### config.mk
export PLATFORM = sky130hd
export DESIGN_NAME = core_writeback_flat
export DESIGN_NICKNAME = d
export VERILOG_FILES = /design/src/rtl/core_writeback_if.sv /design/src/rtl/core_writeback.sv /design/src/flat_wrapper.sv
export SDC_FILE = /design/constraint.sdc
export NUM_CORES = 1
export LEC_CHECK = 0
export CAP_MARGIN = 0
export CORE_ASPECT_RATIO = 0.5
export CORE_UTILIZATION = 45
export DETAILED_ROUTE_END_ITERATION = 6
export GPL_TIMING_DRIVEN = 0
export PLACE_DENSITY = 0.82
export SYNTH_ARGS = -nofsm -noshare
export SYNTH_HDL_FRONTEND = slang
export SYNTH_SLANG_ARGS = --single-unit
### constraint.sdc
create_clock -name clk -period 3.5 [get_ports clk]
set_input_delay 0.7 -clock clk [delete_from_list [all_inputs] [get_ports clk]]
set_output_delay 0.7 -clock clk [all_outputs]
set_load 0.05 [all_outputs]
### src/rtl/core_writeback_if.sv
// Result/write-port/scoreboard bundle between the execution units, dispatch and core_writeback.
// CORE_WB_BYPASS_EN adds the fwd_* forwarding signals.
interface core_wb_if;
    logic        issue_alu_a, issue_alu_b, issue_mul, issue_ldst, issue_branch;
    logic [3:0]  issue_rd_alu_a, issue_rd_alu_b, issue_rd_mul, issue_rd_ldst, issue_rd_branch;
    logic        res_valid_alu_a, res_valid_alu_b, res_valid_mul, res_valid_ldst, res_valid_branch;
    logic [3:0]  res_rd_alu_a, res_rd_alu_b, res_rd_mul, res_rd_ldst, res_rd_branch;
    logic [31:0] res_value_alu_a, res_value_alu_b, res_value_mul, res_value_ldst, res_value_branch;
    logic        res_ready_alu_a, res_ready_alu_b, res_ready_mul, res_ready_ldst, res_ready_branch;
    logic        wr_en_a, wr_en_b;
    logic [3:0]  wr_r_a, wr_r_b;
    logic [31:0] wr_value_a, wr_value_b;
    logic [15:0] mask_alu_a, mask_alu_b, mask_mul, mask_ldst, mask_branch;
    logic        wb_stall_branch;
`ifdef CORE_WB_BYPASS_EN
    logic        fwd_en_a, fwd_en_b;
    logic [3:0]  fwd_r_a, fwd_r_b;
    logic [31:0] fwd_value_a, fwd_value_b;
`endif

    modport slave (
        input  issue_alu_a, issue_alu_b, issue_mul, issue_ldst, issue_branch,
        input  issue_rd_alu_a, issue_rd_alu_b, issue_rd_mul, issue_rd_ldst, issue_rd_branch,
        input  res_valid_alu_a, res_valid_alu_b, res_valid_mul, res_valid_ldst, res_valid_branch,
        input  res_rd_alu_a, res_rd_alu_b, res_rd_mul, res_rd_ldst, res_rd_branch,
        input  res_value_alu_a, res_value_alu_b, res_value_mul, res_value_ldst, res_value_branch,
        output res_ready_alu_a, res_ready_alu_b, res_ready_mul, res_ready_ldst, res_ready_branch,
        output wr_en_a, wr_en_b, wr_r_a, wr_r_b, wr_value_a, wr_value_b,
        output mask_alu_a, mask_alu_b, mask_mul, mask_ldst, mask_branch,
`ifdef CORE_WB_BYPASS_EN
        output fwd_en_a, fwd_en_b, fwd_r_a, fwd_r_b, fwd_value_a, fwd_value_b,
`endif
        output wb_stall_branch
    );

    modport master (
        output issue_alu_a, issue_alu_b, issue_mul, issue_ldst, issue_branch,
        output issue_rd_alu_a, issue_rd_alu_b, issue_rd_mul, issue_rd_ldst, issue_rd_branch,
        output res_valid_alu_a, res_valid_alu_b, res_valid_mul, res_valid_ldst, res_valid_branch,
        output res_rd_alu_a, res_rd_alu_b, res_rd_mul, res_rd_ldst, res_rd_branch,
        output res_value_alu_a, res_value_alu_b, res_value_mul, res_value_ldst, res_value_branch,
        input  res_ready_alu_a, res_ready_alu_b, res_ready_mul, res_ready_ldst, res_ready_branch,
        input  wr_en_a, wr_en_b, wr_r_a, wr_r_b, wr_value_a, wr_value_b,
        input  mask_alu_a, mask_alu_b, mask_mul, mask_ldst, mask_branch,
`ifdef CORE_WB_BYPASS_EN
        input  fwd_en_a, fwd_en_b, fwd_r_a, fwd_r_b, fwd_value_a, fwd_value_b,
`endif
        input  wb_stall_branch
    );
endinterface

### src/rtl/core_writeback.sv
// Two-port write-back arbiter (ldst > mul > branch > alu_a > alu_b) with per-unit pending-rd masks.
// CORE_WB_BYPASS_EN: masks clear on the grant edge and fwd_* mirror the write ports.
module core_writeback (
    input  logic      clk,
    input  logic      rst_n,
    core_wb_if.slave  wb
);
    localparam int NU = 5;

    // Unit index order doubles as grant priority: 0 ldst, 1 mul, 2 branch, 3 alu_a, 4 alu_b.
    logic [NU-1:0]        vld, iss, grant;
    logic [NU-1:0][3:0]   rd, iss_rd;
    logic [NU-1:0][31:0]  val;

    assign vld    = {wb.res_valid_alu_b, wb.res_valid_alu_a, wb.res_valid_branch,
                     wb.res_valid_mul, wb.res_valid_ldst} & {NU{rst_n}};
    assign rd     = {wb.res_rd_alu_b, wb.res_rd_alu_a, wb.res_rd_branch,
                     wb.res_rd_mul, wb.res_rd_ldst};
    assign val    = {wb.res_value_alu_b, wb.res_value_alu_a, wb.res_value_branch,
                     wb.res_value_mul, wb.res_value_ldst};
    assign iss    = {wb.issue_alu_b, wb.issue_alu_a, wb.issue_branch,
                     wb.issue_mul, wb.issue_ldst};
    assign iss_rd = {wb.issue_rd_alu_b, wb.issue_rd_alu_a, wb.issue_rd_branch,
                     wb.issue_rd_mul, wb.issue_rd_ldst};

    logic       g0_found, g1_found;
    logic [2:0] g0, g1;

    // Second grant skips any source whose rd collides with the first grant.
    always_comb begin
        g0_found = 1'b0;
        g1_found = 1'b0;
        g0       = 3'd0;
        g1       = 3'd0;
        grant    = '0;
        for (int i = 0; i < NU; i++) begin
            if (vld[i]) begin
                if (!g0_found) begin
                    g0_found = 1'b1;
                    g0       = 3'(i);
                end else if (!g1_found && rd[i] != rd[g0]) begin
                    g1_found = 1'b1;
                    g1       = 3'(i);
                end
            end
        end
        if (g0_found) grant[g0] = 1'b1;
        if (g1_found) grant[g1] = 1'b1;
    end

    logic        wr_en_a_q, wr_en_a_d, wr_en_b_q, wr_en_b_d;
    logic [3:0]  wr_r_a_q, wr_r_a_d, wr_r_b_q, wr_r_b_d;
    logic [31:0] wr_value_a_q, wr_value_a_d, wr_value_b_q, wr_value_b_d;
    logic [2:0]  src_a_q, src_a_d, src_b_q, src_b_d;

    always_comb begin
        wr_en_a_d    = g0_found;
        wr_r_a_d     = g0_found ? rd[g0]  : 4'd0;
        wr_value_a_d = g0_found ? val[g0] : 32'd0;
        src_a_d      = g0;
        wr_en_b_d    = g1_found;
        wr_r_b_d     = g1_found ? rd[g1]  : 4'd0;
        wr_value_b_d = g1_found ? val[g1] : 32'd0;
        src_b_d      = g1;
    end

    logic [NU-1:0][15:0] mask_q, mask_d, clr, set;

    // Set after clear so a re-issue to the same rd keeps the bit pending.
    always_comb begin
        clr = '0;
        set = '0;
`ifdef CORE_WB_BYPASS_EN
        if (g0_found) clr[g0][rd[g0]] = 1'b1;
        if (g1_found) clr[g1][rd[g1]] = 1'b1;
`else
        if (wr_en_a_q) clr[src_a_q][wr_r_a_q] = 1'b1;
        if (wr_en_b_q) clr[src_b_q][wr_r_b_q] = 1'b1;
`endif
        for (int i = 0; i < NU; i++) begin
            if (iss[i]) set[i][iss_rd[i]] = 1'b1;
        end
        mask_d = (mask_q & ~clr) | set;
    end

    always_ff @(posedge clk or negedge rst_n) begin
        if (!rst_n) begin
            wr_en_a_q    <= 1'b0;
            wr_en_b_q    <= 1'b0;
            wr_r_a_q     <= 4'd0;
            wr_r_b_q     <= 4'd0;
            wr_value_a_q <= 32'd0;
            wr_value_b_q <= 32'd0;
            src_a_q      <= 3'd0;
            src_b_q      <= 3'd0;
            mask_q       <= '0;
        end else begin
            wr_en_a_q    <= wr_en_a_d;
            wr_en_b_q    <= wr_en_b_d;
            wr_r_a_q     <= wr_r_a_d;
            wr_r_b_q     <= wr_r_b_d;
            wr_value_a_q <= wr_value_a_d;
            wr_value_b_q <= wr_value_b_d;
            src_a_q      <= src_a_d;
            src_b_q      <= src_b_d;
            mask_q       <= mask_d;
        end
    end

    assign wb.res_ready_ldst   = grant[0];
    assign wb.res_ready_mul    = grant[1];
    assign wb.res_ready_branch = grant[2];
    assign wb.res_ready_alu_a  = grant[3];
    assign wb.res_ready_alu_b  = grant[4];
    assign wb.wb_stall_branch  = wb.res_valid_branch & ~grant[2];

    assign wb.wr_en_a    = wr_en_a_q;
    assign wb.wr_en_b    = wr_en_b_q;
    assign wb.wr_r_a     = wr_r_a_q;
    assign wb.wr_r_b     = wr_r_b_q;
    assign wb.wr_value_a = wr_value_a_q;
    assign wb.wr_value_b = wr_value_b_q;

    assign wb.mask_ldst   = mask_q[0];
    assign wb.mask_mul    = mask_q[1];
    assign wb.mask_branch = mask_q[2];
    assign wb.mask_alu_a  = mask_q[3];
    assign wb.mask_alu_b  = mask_q[4];

`ifdef CORE_WB_BYPASS_EN
    assign wb.fwd_en_a    = wr_en_a_q;
    assign wb.fwd_en_b    = wr_en_b_q;
    assign wb.fwd_r_a     = wr_r_a_q;
    assign wb.fwd_r_b     = wr_r_b_q;
    assign wb.fwd_value_a = wr_value_a_q;
    assign wb.fwd_value_b = wr_value_b_q;
`endif
endmodule

### src/flat_wrapper.sv
// flat-port wrapper written by rule: the top's interface ports become plain ports
module core_writeback_flat 
  (clk, rst_n, wb_issue_alu_a, wb_issue_alu_b, wb_issue_mul, wb_issue_ldst, wb_issue_branch, wb_issue_rd_alu_a, wb_issue_rd_alu_b, wb_issue_rd_mul, wb_issue_rd_ldst, wb_issue_rd_branch, wb_res_valid_alu_a, wb_res_valid_alu_b, wb_res_valid_mul, wb_res_valid_ldst, wb_res_valid_branch, wb_res_rd_alu_a, wb_res_rd_alu_b, wb_res_rd_mul, wb_res_rd_ldst, wb_res_rd_branch, wb_res_value_alu_a, wb_res_value_alu_b, wb_res_value_mul, wb_res_value_ldst, wb_res_value_branch, wb_res_ready_alu_a, wb_res_ready_alu_b, wb_res_ready_mul, wb_res_ready_ldst, wb_res_ready_branch, wb_wr_en_a, wb_wr_en_b, wb_wr_r_a, wb_wr_r_b, wb_wr_value_a, wb_wr_value_b, wb_mask_alu_a, wb_mask_alu_b, wb_mask_mul, wb_mask_ldst, wb_mask_branch, wb_wb_stall_branch);
  core_wb_if wb_i ();
  input  logic clk;
  input  logic rst_n;
  input wire logic [$bits(wb_i.issue_alu_a)-1:0] wb_issue_alu_a;
  input wire logic [$bits(wb_i.issue_alu_b)-1:0] wb_issue_alu_b;
  input wire logic [$bits(wb_i.issue_mul)-1:0] wb_issue_mul;
  input wire logic [$bits(wb_i.issue_ldst)-1:0] wb_issue_ldst;
  input wire logic [$bits(wb_i.issue_branch)-1:0] wb_issue_branch;
  input wire logic [$bits(wb_i.issue_rd_alu_a)-1:0] wb_issue_rd_alu_a;
  input wire logic [$bits(wb_i.issue_rd_alu_b)-1:0] wb_issue_rd_alu_b;
  input wire logic [$bits(wb_i.issue_rd_mul)-1:0] wb_issue_rd_mul;
  input wire logic [$bits(wb_i.issue_rd_ldst)-1:0] wb_issue_rd_ldst;
  input wire logic [$bits(wb_i.issue_rd_branch)-1:0] wb_issue_rd_branch;
  input wire logic [$bits(wb_i.res_valid_alu_a)-1:0] wb_res_valid_alu_a;
  input wire logic [$bits(wb_i.res_valid_alu_b)-1:0] wb_res_valid_alu_b;
  input wire logic [$bits(wb_i.res_valid_mul)-1:0] wb_res_valid_mul;
  input wire logic [$bits(wb_i.res_valid_ldst)-1:0] wb_res_valid_ldst;
  input wire logic [$bits(wb_i.res_valid_branch)-1:0] wb_res_valid_branch;
  input wire logic [$bits(wb_i.res_rd_alu_a)-1:0] wb_res_rd_alu_a;
  input wire logic [$bits(wb_i.res_rd_alu_b)-1:0] wb_res_rd_alu_b;
  input wire logic [$bits(wb_i.res_rd_mul)-1:0] wb_res_rd_mul;
  input wire logic [$bits(wb_i.res_rd_ldst)-1:0] wb_res_rd_ldst;
  input wire logic [$bits(wb_i.res_rd_branch)-1:0] wb_res_rd_branch;
  input wire logic [$bits(wb_i.res_value_alu_a)-1:0] wb_res_value_alu_a;
  input wire logic [$bits(wb_i.res_value_alu_b)-1:0] wb_res_value_alu_b;
  input wire logic [$bits(wb_i.res_value_mul)-1:0] wb_res_value_mul;
  input wire logic [$bits(wb_i.res_value_ldst)-1:0] wb_res_value_ldst;
  input wire logic [$bits(wb_i.res_value_branch)-1:0] wb_res_value_branch;
  output wire logic [$bits(wb_i.res_ready_alu_a)-1:0] wb_res_ready_alu_a;
  output wire logic [$bits(wb_i.res_ready_alu_b)-1:0] wb_res_ready_alu_b;
  output wire logic [$bits(wb_i.res_ready_mul)-1:0] wb_res_ready_mul;
  output wire logic [$bits(wb_i.res_ready_ldst)-1:0] wb_res_ready_ldst;
  output wire logic [$bits(wb_i.res_ready_branch)-1:0] wb_res_ready_branch;
  output wire logic [$bits(wb_i.wr_en_a)-1:0] wb_wr_en_a;
  output wire logic [$bits(wb_i.wr_en_b)-1:0] wb_wr_en_b;
  output wire logic [$bits(wb_i.wr_r_a)-1:0] wb_wr_r_a;
  output wire logic [$bits(wb_i.wr_r_b)-1:0] wb_wr_r_b;
  output wire logic [$bits(wb_i.wr_value_a)-1:0] wb_wr_value_a;
  output wire logic [$bits(wb_i.wr_value_b)-1:0] wb_wr_value_b;
  output wire logic [$bits(wb_i.mask_alu_a)-1:0] wb_mask_alu_a;
  output wire logic [$bits(wb_i.mask_alu_b)-1:0] wb_mask_alu_b;
  output wire logic [$bits(wb_i.mask_mul)-1:0] wb_mask_mul;
  output wire logic [$bits(wb_i.mask_ldst)-1:0] wb_mask_ldst;
  output wire logic [$bits(wb_i.mask_branch)-1:0] wb_mask_branch;
  output wire logic [$bits(wb_i.wb_stall_branch)-1:0] wb_wb_stall_branch;
  assign wb_i.issue_alu_a = wb_issue_alu_a;
  assign wb_i.issue_alu_b = wb_issue_alu_b;
  assign wb_i.issue_mul = wb_issue_mul;
  assign wb_i.issue_ldst = wb_issue_ldst;
  assign wb_i.issue_branch = wb_issue_branch;
  assign wb_i.issue_rd_alu_a = wb_issue_rd_alu_a;
  assign wb_i.issue_rd_alu_b = wb_issue_rd_alu_b;
  assign wb_i.issue_rd_mul = wb_issue_rd_mul;
  assign wb_i.issue_rd_ldst = wb_issue_rd_ldst;
  assign wb_i.issue_rd_branch = wb_issue_rd_branch;
  assign wb_i.res_valid_alu_a = wb_res_valid_alu_a;
  assign wb_i.res_valid_alu_b = wb_res_valid_alu_b;
  assign wb_i.res_valid_mul = wb_res_valid_mul;
  assign wb_i.res_valid_ldst = wb_res_valid_ldst;
  assign wb_i.res_valid_branch = wb_res_valid_branch;
  assign wb_i.res_rd_alu_a = wb_res_rd_alu_a;
  assign wb_i.res_rd_alu_b = wb_res_rd_alu_b;
  assign wb_i.res_rd_mul = wb_res_rd_mul;
  assign wb_i.res_rd_ldst = wb_res_rd_ldst;
  assign wb_i.res_rd_branch = wb_res_rd_branch;
  assign wb_i.res_value_alu_a = wb_res_value_alu_a;
  assign wb_i.res_value_alu_b = wb_res_value_alu_b;
  assign wb_i.res_value_mul = wb_res_value_mul;
  assign wb_i.res_value_ldst = wb_res_value_ldst;
  assign wb_i.res_value_branch = wb_res_value_branch;
  assign wb_res_ready_alu_a = wb_i.res_ready_alu_a;
  assign wb_res_ready_alu_b = wb_i.res_ready_alu_b;
  assign wb_res_ready_mul = wb_i.res_ready_mul;
  assign wb_res_ready_ldst = wb_i.res_ready_ldst;
  assign wb_res_ready_branch = wb_i.res_ready_branch;
  assign wb_wr_en_a = wb_i.wr_en_a;
  assign wb_wr_en_b = wb_i.wr_en_b;
  assign wb_wr_r_a = wb_i.wr_r_a;
  assign wb_wr_r_b = wb_i.wr_r_b;
  assign wb_wr_value_a = wb_i.wr_value_a;
  assign wb_wr_value_b = wb_i.wr_value_b;
  assign wb_mask_alu_a = wb_i.mask_alu_a;
  assign wb_mask_alu_b = wb_i.mask_alu_b;
  assign wb_mask_mul = wb_i.mask_mul;
  assign wb_mask_ldst = wb_i.mask_ldst;
  assign wb_mask_branch = wb_i.mask_branch;
  assign wb_wb_stall_branch = wb_i.wb_stall_branch;
  core_writeback u_core (.clk(clk), .rst_n(rst_n), .wb(wb_i));
endmodule
Word level (Yosys, flattened, before mapping). Cells that the tools add are included.

Reductions and logical operators: 17. Magnitude comparators: 25. Eq/ne operators: 4. Bitwise logic cells: 8. Mux-type cells: 86.

Operators with widths (number): 32-bit binary-select mux with 3-bit select (2); 80-bit two-way mux (2); 80-bit OR (2); 32-bit two-way mux (4); 16-bit two-way mux (7); 16-bit demux with 3-bit select (2); 80-bit bitwise AND (1); 80-bit NOT (1); 4-bit binary-select mux with 3-bit select (5); 3-bit two-way mux (18); 4-bit by 5-bit less-than comparator with 1-bit output, second input constant (7); 1-bit demux with 4-bit select (7); 4-bit by 1-bit >= comparator with 1-bit output, second input constant (7); 3-bit by 4-bit less-than comparator with 1-bit output, second input constant (7); 1-bit two-way mux (28); 4-bit two-way mux (7); 4-bit != test (4); 1-bit logical AND (14); 3-bit by 1-bit >= comparator with 1-bit output, second input constant (4); 5-bit two-way mux (2); 1-bit demux with 3-bit select (2); 5-bit bitwise AND (1); 5-bit OR (1); 1-bit logical NOT (3); 2 further kinds (2).

Output and inout port bits: 160. Flip-flop bits (word level): 160. Word-level logic and storage cells: 153.

Depth between registers and ports, before layout. Gate-level depths: netlist of the first run.

Depth in word-level cells: 29. Depth in mapped cells: 12. Depth with buffers taken out: 8.

Least setup slack after synthesis of the first run. OpenSTA, ideal clock, no wires.

Path type: input -> output. Start point: input wb_res_rd_ldst[2]. End point: output wb_res_ready_alu_b. Required time: 2800 ps. Cell stages on the path: 9. Buffers on the path: 2. Arrival: 2984 ps. Setup slack: -184 ps. Cell sequence: clkbuf_1 xnor2_1 o21ai_0 a21boi_1 nor4_2 or3_1 nand3_2 buf_1 o22ai_1.

Cells in the longest elaborated chain, start to end: 25.

RTL lines: start: declaration (RTL line flat_wrapper.sv:25) `input wire logic [$bits(wb_i.res_rd_ldst)-1:0] wb_res_rd_ldst;`; 4-bit != test (RTL line core_writeback.sv:41) `end else if (!g1_found && rd[i] != rd[g0]) begin`; 1-bit two-way mux (RTL line core_writeback.sv:41); 1-bit two-way mux (RTL line core_writeback.sv:38) `if (!g0_found) begin`; 1-bit two-way mux (RTL line core_writeback.sv:37) `if (vld[i]) begin`; 1-bit logical NOT (RTL line core_writeback.sv:41); 1-bit logical AND (RTL line core_writeback.sv:41); 1-bit two-way mux (RTL line core_writeback.sv:41); 1-bit two-way mux (RTL line core_writeback.sv:38); [... 9 more ...]; 3-bit two-way mux (RTL line core_writeback.sv:38); 3-bit two-way mux (RTL line core_writeback.sv:37); 3-bit by 4-bit less-than comparator with 1-bit output (implied by the code) or 3-bit by 1-bit >= comparator with 1-bit output (tied branches) (RTL line core_writeback.sv:48) `if (g1_found) grant[g1] = 1'b1;`; 1-bit logical AND (implied by the code) (RTL line core_writeback.sv:48); 1-bit two-way mux (implied by the code) (RTL line core_writeback.sv:48); 1-bit demux with 3-bit select; 5-bit OR (no source line); 5-bit two-way mux (*) (RTL line core_writeback.sv:48); end: declaration (RTL line flat_wrapper.sv:33) `output wire logic [$bits(wb_i.res_ready_alu_b)-1:0] wb_res_ready_alu_b;`.

Mark *: on every way between the ends. The rest lies on a longest branch, timed or not. The select of a mux whose other input is x is not followed.

Worst setup path after layout of the first run.
Start point: input wb_res_valid_ldst. End point: output wb_res_ready_alu_b.

Cells in the longest elaborated chain, start to end: 27.

RTL lines: start: declaration (RTL line flat_wrapper.sv:20) `input wire logic [$bits(wb_i.res_valid_ldst)-1:0] wb_res_valid_ldst;`; 5-bit bitwise AND (*) (RTL line core_writeback.sv:16) `wb.res_valid_mul, wb.res_valid_ldst} & {NU{rst_n}};`; 1-bit two-way mux (*) (RTL line core_writeback.sv:37); 1-bit two-way mux (RTL line core_writeback.sv:38); 3-bit two-way mux (RTL line core_writeback.sv:37); 4-bit binary-select mux with 3-bit select (RTL line core_writeback.sv:41); 4-bit two-way mux (implied by the code) (RTL line core_writeback.sv:41); 4-bit != test (RTL line core_writeback.sv:41); 1-bit logical AND (RTL line core_writeback.sv:41); [... 11 more ...]; 3-bit two-way mux (RTL line core_writeback.sv:38); 3-bit two-way mux (RTL line core_writeback.sv:37); 3-bit by 4-bit less-than comparator with 1-bit output (implied by the code) or 3-bit by 1-bit >= comparator with 1-bit output (tied branches) (RTL line core_writeback.sv:48); 1-bit logical AND (implied by the code) (RTL line core_writeback.sv:48); 1-bit two-way mux (implied by the code) (RTL line core_writeback.sv:48); 1-bit demux with 3-bit select; 5-bit OR (no source line); 5-bit two-way mux (*) (RTL line core_writeback.sv:48).

Marks and branches as above.

==> results.tsv, run 1 <==
metric	value	unit
status	finished, violations left	
failing checks	negative setup slack	
final WL	43.3	mm
Min Clock Period, post-route	3.52	ns
Tcrit/Tclk final	1.01	
Overflow after GRT	0	
clk root buf	clkbuf_16	
first-pass GRT wire length	65.5	mm
CP bufs+invs	5	
leading cell type in the layout, fill and taps excluded	clkdlybuf4s50_1	
max-slew violations	0	
Pwr Density	529	mW/mm^2
Mapped Area	0.00965	mm^2
gr usage total	0.387	
num rows	37	
TritonCTS clock tree	yes	
Max Cap Viol	0	
final design instance area without fill	0.0150	mm^2
CP top delay family	buffers and inverters	
DRT iter0 DRCs	1369	
Initial Util	0.464	
clock share of power	0.266	
Layout fillers	1570	
initial antenna violation count	2	
worst slew pin tran	0.944	ns
post-synth cell types	63	
CP Launch Type	primary input	
post-route ant nets	0	
CTS Buffer Depth	2	
PortBufs	364	
total chip power	0.00792	W
Post-synth ARST share	1.00	
Via-to-Cell Ratio	6.52	
Ports	372	
slowest stage delay, CP	0.27	ns
Mapped Cells	1052	
Syn Area/Cell	9.18	um^2
largest net degree at the start of global routing	59	
Setup WS post-layout	-0.0193	ns
leakage power	6.03	nW
H-tree lvl count	4	
die area	0.0221	mm^2
Fin. Hold Viols	0	
die span in y	106	um
hold buffers post-CTS	0	
Synth top area share	0.415	
TritonCTS Buffers	17	
drt first pass iters	6	
P_int	0.00468	W
commonest cells after routing, fill and taps aside	clkdlybuf4s50_1, dfrtp_1, nand2_1	
worst hold path class	primary input to async pin	
Max Clk Rate	284	MHz
main flop type after synthesis	dfrtp_1	
nets	1674	
ranking of synthesized cells by area	dfrtp_1, nand2_1, mux2i_1	
crit-path cells	clkdlybuf4s15_2 > nand3b_4 > mux2i_4 > o22a_1 > o21ai_2 > nand4_1 > buf_4 > buf_4 > nand3_4 > buf_12 > o22ai_4 > buf_6	
area grow syn2layout	55.2	%
Reg power frac	0.301	
worst-path fanout max	6	
clock sinks	160	
Final GP Congestion	0.958	
DRC viols	0	
CP dominant cell by count	buf_4	
clock-pin slew on the worst setup and hold paths	0.07	ns
Slowest-stage cell, CP	nand3b_4	
DR vias	11400	
worst skew pair latency	0.44	ns
Setup Viol. Count Final	1	
register area	0.00400	mm^2
Worst Path Arrival	2.82	ns
Synth Warn #	0	
switching pwr	0.00324	W
maximum vdd ir drop	0.323	mV
switching share of power	0.409	
sequential share of the synthesized area	0.415	
flops & latches, synth	160	
Yosys top cell by area	dfrtp_1	
post-route clock skew	0.0140	ns
slew margin rel.	0.369	
crit path capture type	output pin	
number of global-route vias before repair	11100	
post-route insts no fill	1749	
post-DP HPWL	31.1	mm
Comb pwr share	0.433	
Area after DPL	0.0137	mm^2
Placed Cells	1690	
core area	0.0208	mm^2
TNS Setup	-0.0193	ns
CP Class	primary input to output pin	
EDFF count, synth	0	
layout cell share with drive strength beyond 1	0.111	
Wirelength per Cell	24.8	um
area of the multi-input gates	0.00548	mm^2
worst hold slack	0.0610	ns
chip width	209	um
Required @ worst endpoint	2.80	ns
syn nets	1264	
## worst register-to-register path, cell delays in order, from the launching register on
cell,delay (ns)
dfrtp_1,0.32
clkbuf_1,0.22
nor3b_1,0.80
clkbuf_1,0.42
a22oi_1,0.23
a22o_1,0.23
## registers in the layout (all words and copies together), names as in the netlist, 3 cells and up
register and flops:
u_core.wb.mask_ldst 16, u_core.wb.mask_mul 16, u_core.src_a_q 3, u_core.wb.mask_alu_a 16
u_core.wb.wr_r_a 4, u_core.wb.wr_r_b 4, u_core.wb.mask_branch 16, u_core.wb.mask_alu_b 16
u_core.src_b_q 3, u_core.wb.wr_value_b 32, u_core.wb.wr_value_a 32
## power by group through the flow
stage	logic [W]	registers, W	clock network (W)
global route	0.00355	0.00241	0.00218
floorplan	0.000813	0.00353	0
global placement	0.00325	0.00240	0
finish	0.00343	0.00238	0.00211
CTS	0.00337	0.00238	0.00209
detailed placement	0.00328	0.00240	0
## cells in the mapped netlist, types with 12 or more instances
library cell,number
nand2_1,150
xnor2_1,13
nor2b_1,15
a32o_1,12
o22ai_1,51
clkbuf_1,59
buf_2,12
a311oi_1,20
nand3_1,14
o221ai_1,16
a21oi_1,70
a22o_1,36
mux2i_1,45
dfrtp_1,160
o21ai_0,40
nor3_1,21
a211oi_1,13
nor2_1,35
and3_1,45
a22oi_1,48
a211oi_2,30
## cell type report
type,instances,share of cell area
multi-input cells,798,0.366
repair buffers,393,0.270
flip-flops and latches,160,0.267
clock buffers,19,0.0302
plain buffers,83,0.0280
well taps,273,0.0228
clock inverters,12,0.0132
inverters,9,0.00226
diodes,2,0.000334
## what timing repair did
action                                  4_1_cts  5_1_grt
resized for setup                            94       15
setup buffers                                12       10
pin swaps                                    11       13
endpoints found under the hold margin         0        0
endpoints found under the setup margin       76        4
cloned                                        5        1
## final timing paths
kind,startpoint,end,slack [ns],depth (start not counted)
max,wb_res_valid_ldst,wb_res_ready_alu_b,-0.02,12
min,rst_n,u_core.wb.mask_alu_a[13],0.06,1
max reg2reg,u_core.src_b_q[1],u_core.wb.mask_branch[1],1.17,5
min reg2reg,u_core.wb.mask_ldst[3],u_core.wb.mask_ldst[3],0.49,1
max in group asynchronous,rst_n,u_core.wb.mask_branch[10],2.80,2
min in group clk,u_core.wb.mask_ldst[3],u_core.wb.mask_ldst[3],0.49,1
## through the flow
stage	util	setup slack, ns
6_report	0.721	-0.0193
2_1_floorplan	-	0.0613
3_3_place_gp	0.656	-7.48
5_1_grt	0.720	-0.0494
4_1_cts	0.712	0.00362
3_5_place_dp	0.658	-2.05
## layer usage
metal | track usage | wire length, um
met5 | 0 | 0
met3 | 0.0891 | 4550
met1 | 0.510 | 17000
met2 | 0.613 | 20000
met4 | 0.167 | 1770
## kinds of logic after synthesis
kind of cell / share of synthesized area
flip-flops: 0.415
AO/OA/AOI/OAI: 0.295
AND/OR/NAND/NOR: 0.184
multiplexers: 0.0481
XOR/XNOR: 0.0154
buffers and inverters: 0.0424
No activity file was read; power rests on OpenSTA's default activity.
==> run 2, diff against run 1 <==
Settings changed: CORE_MARGIN set to 2.
==> run 2 against run 1 <==
- via count fell by 0.50%
- power fell by 2.2%
- utilization fell by 1.3 points
- the flow finishes with violations (design-rule violations)
- first-iteration DRC count is 0.37% lower
- clock skew shrank 0.0012 ns
- register-to-register slack is essentially flat
- critical path type unchanged
- non-clock buffer count is 13 lower
==> results.tsv, run 2 (synthesis gave the netlist of run 1 again) <==
metric	value	unit	change
num rows	37		unchanged
clock-pin slew on the worst setup and hold paths	0.07	ns	about the same
Required @ worst endpoint	2.80	ns	about the same
largest net degree at the start of global routing	63		+6.8%
Tcrit/Tclk final	0.972		-0.0338
maximum vdd ir drop	0.318	mV	-1.5%
Reg power frac	0.308		+0.007
clk root buf	clkbuf_16		
hold buffers post-CTS	0		unchanged
switching share of power	0.422		+0.0130
gr usage total	0.370		-0.0177
clock sinks	160		unchanged
nets	1661		-0.78%
Fin. Hold Viols	0		unchanged
worst hold path class	primary input to async pin		
TritonCTS clock tree	yes		
worst-path fanout max	10		+4
CP Class	primary input to output pin		
DRT iter0 DRCs	1364		-0.37%
max-slew violations	0		unchanged
Initial Util	0.464		unchanged
Max Cap Viol	0		unchanged
chip width	211	um	+0.96%
Ports	372		unchanged
slew margin rel.	0.392		+0.0224
Worst Path Arrival	2.70	ns	-0.12 ns
Comb pwr share	0.438		+0.005
DR vias	11300		-0.50%
CP Launch Type	primary input		
switching pwr	0.00327	W	+0.96%
core area	0.0208	mm^2	unchanged
TritonCTS Buffers	17		unchanged
worst slew pin tran	0.911	ns	-0.0335 ns
Final GP Congestion	0.996		+4.0%
leakage power	5.94	nW	-1.5%
commonest cells after routing, fill and taps aside	clkdlybuf4s50_1, dfrtp_1, nand2_1		
H-tree lvl count	4		unchanged
post-DP HPWL	30.8	mm	-1.0%
Max Clk Rate	294	MHz	+3.5%
drt first pass iters	7		+1
Overflow after GRT	0		unchanged
die area	0.0227	mm^2	+2.9%
final design instance area without fill	0.0147	mm^2	-1.8%
n_diodes	0		-2
worst skew pair latency	0.45	ns	about the same
area grow syn2layout	52.4	%	
Wirelength per Cell	24.7	um	-0.33%
first-pass GRT wire length	63.9	mm	-2.4%
clock share of power	0.253		-0.013
Setup WS post-layout	0.0991	ns	+0.118 ns
Min Clock Period, post-route	3.40	ns	-0.118 ns
failing checks	design-rule violations		
CTS Buffer Depth	2		unchanged
Post-Place Setup Slack	-2.02	ns	+0.0352 ns
die span in y	108	um	+1.9%
Pwr Density	527	mW/mm^2	-0.41%
Via-to-Cell Ratio	6.54		+0.36%
layout cell share with drive strength beyond 1	0.101		-0.00997
post-route clock skew	0.0128	ns	-0.00121 ns
number of global-route vias before repair	11100		-0.76%
PortBufs	364		unchanged
final WL	42.8	mm	-1.2%
initial antenna violation count	0		-2
DRC viols	2		+2
post-route ant nets	0		unchanged
P_int	0.00448	W	-4.3%
status	finished, violations left		
Setup Viol. Count Final	0		-1
leading cell type in the layout, fill and taps excluded	clkdlybuf4s50_1		
Area after DPL	0.0137	mm^2	unchanged
total chip power	0.00775	W	-2.2%
crit path capture type	output pin		
## run 2: changes by cell type in the layout (fill, tap and decap cells not counted), moves of 3 or more
| cell | previous run | this run |
|---|---|---|
| buf_4 | 22 | 15 |
| dlymetal6s2s_1 | 1 | 4 |
| clkinv_4 | 0 | 3 |
| dlygate4sd2_1 | 10 | 7 |
## run 2: worst paths after layout
path	startpoint	to	slack, ns	depth (start not counted)
setup / recovery	wb_res_valid_ldst	wb_wb_stall_branch	0.1	11
hold / removal	rst_n	u_core.wb.mask_ldst[8]	0.08	1
setup reg to reg	u_core.src_b_q[1]	u_core.wb.mask_branch[6]	1.17	5
hold reg to reg	u_core.wb.mask_branch[10]	u_core.wb.mask_branch[10]	0.51	1
max in group asynchronous	rst_n	u_core.wb.wr_value_b[4]	2.73	2
min in group clk	u_core.wb.mask_branch[10]	u_core.wb.mask_branch[10]	0.51	1
## run 2: timing repair
action,in CTS,in global routing
setup endpoints to repair,76,6
pin swaps,13,6
setup buffers,6,4
gates resized for setup,80,18
gates cloned,4,1
## run 2: layout make-up
type / instances / area [um^2]
Fill cell: 1565 / 6070
Buffer: 84 / 417
Sequential cell: 160 / 4000
Clock buffer: 17 / 425
Timing Repair Buffer: 379 / 3880
Tap cell: 273 / 342
Multi-Input combinational cell: 798 / 5440
Inverter: 9 / 33.8
Clock inverter: 14 / 178
## run 2: power groups by stage
| stage | combinational [W] | clock, W | sequential [W] |
|---|---|---|---|
| 3_5_place_dp | 0.00329 | 0 | 0.00241 |
| 4_1_cts | 0.00335 | 0.00197 | 0.00238 |
| 3_3_place_gp | 0.00324 | 0 | 0.00241 |
| 6_report | 0.00340 | 0.00196 | 0.00239 |
| 5_1_grt | 0.00351 | 0.00204 | 0.00242 |
| 2_1_floorplan | 0.000813 | 0 | 0.00353 |
## run 2: routing by layer
layer,vias to the layer above,track usage,routed length [um]
met2,900,0.594,19900
met3,165,0.0811,4520
met4,0,0.165,1720
met5,-,0,0
li1,4832,-,-
met1,5442,0.483,16700
## run 2: per-stage QoR
step	utilization	setup TNS (ns)	hold WS, ns	std cells
after floorplan	-	0	0.404	1052
after global placement	0.656	-1283.15	0.480	1689
after detailed placement	0.658	-62.29	0.480	1690
after CTS	0.702	-0.0129	0.0581	1730
after global routing	0.708	-0.00676	0.0641	1734
final	0.708	0	0.0772	1734
## run 2: critical path, cell delays in order
cell,delay (ns)
clkbuf_2,0.14
nand3b_4,0.24
buf_4,0.17
nor4_2,0.30
o21ai_2,0.13
nand4_1,0.13
nand2b_4,0.18
buf_8,0.16
buf_6,0.17
and3_2,0.21
buf_6,0.16
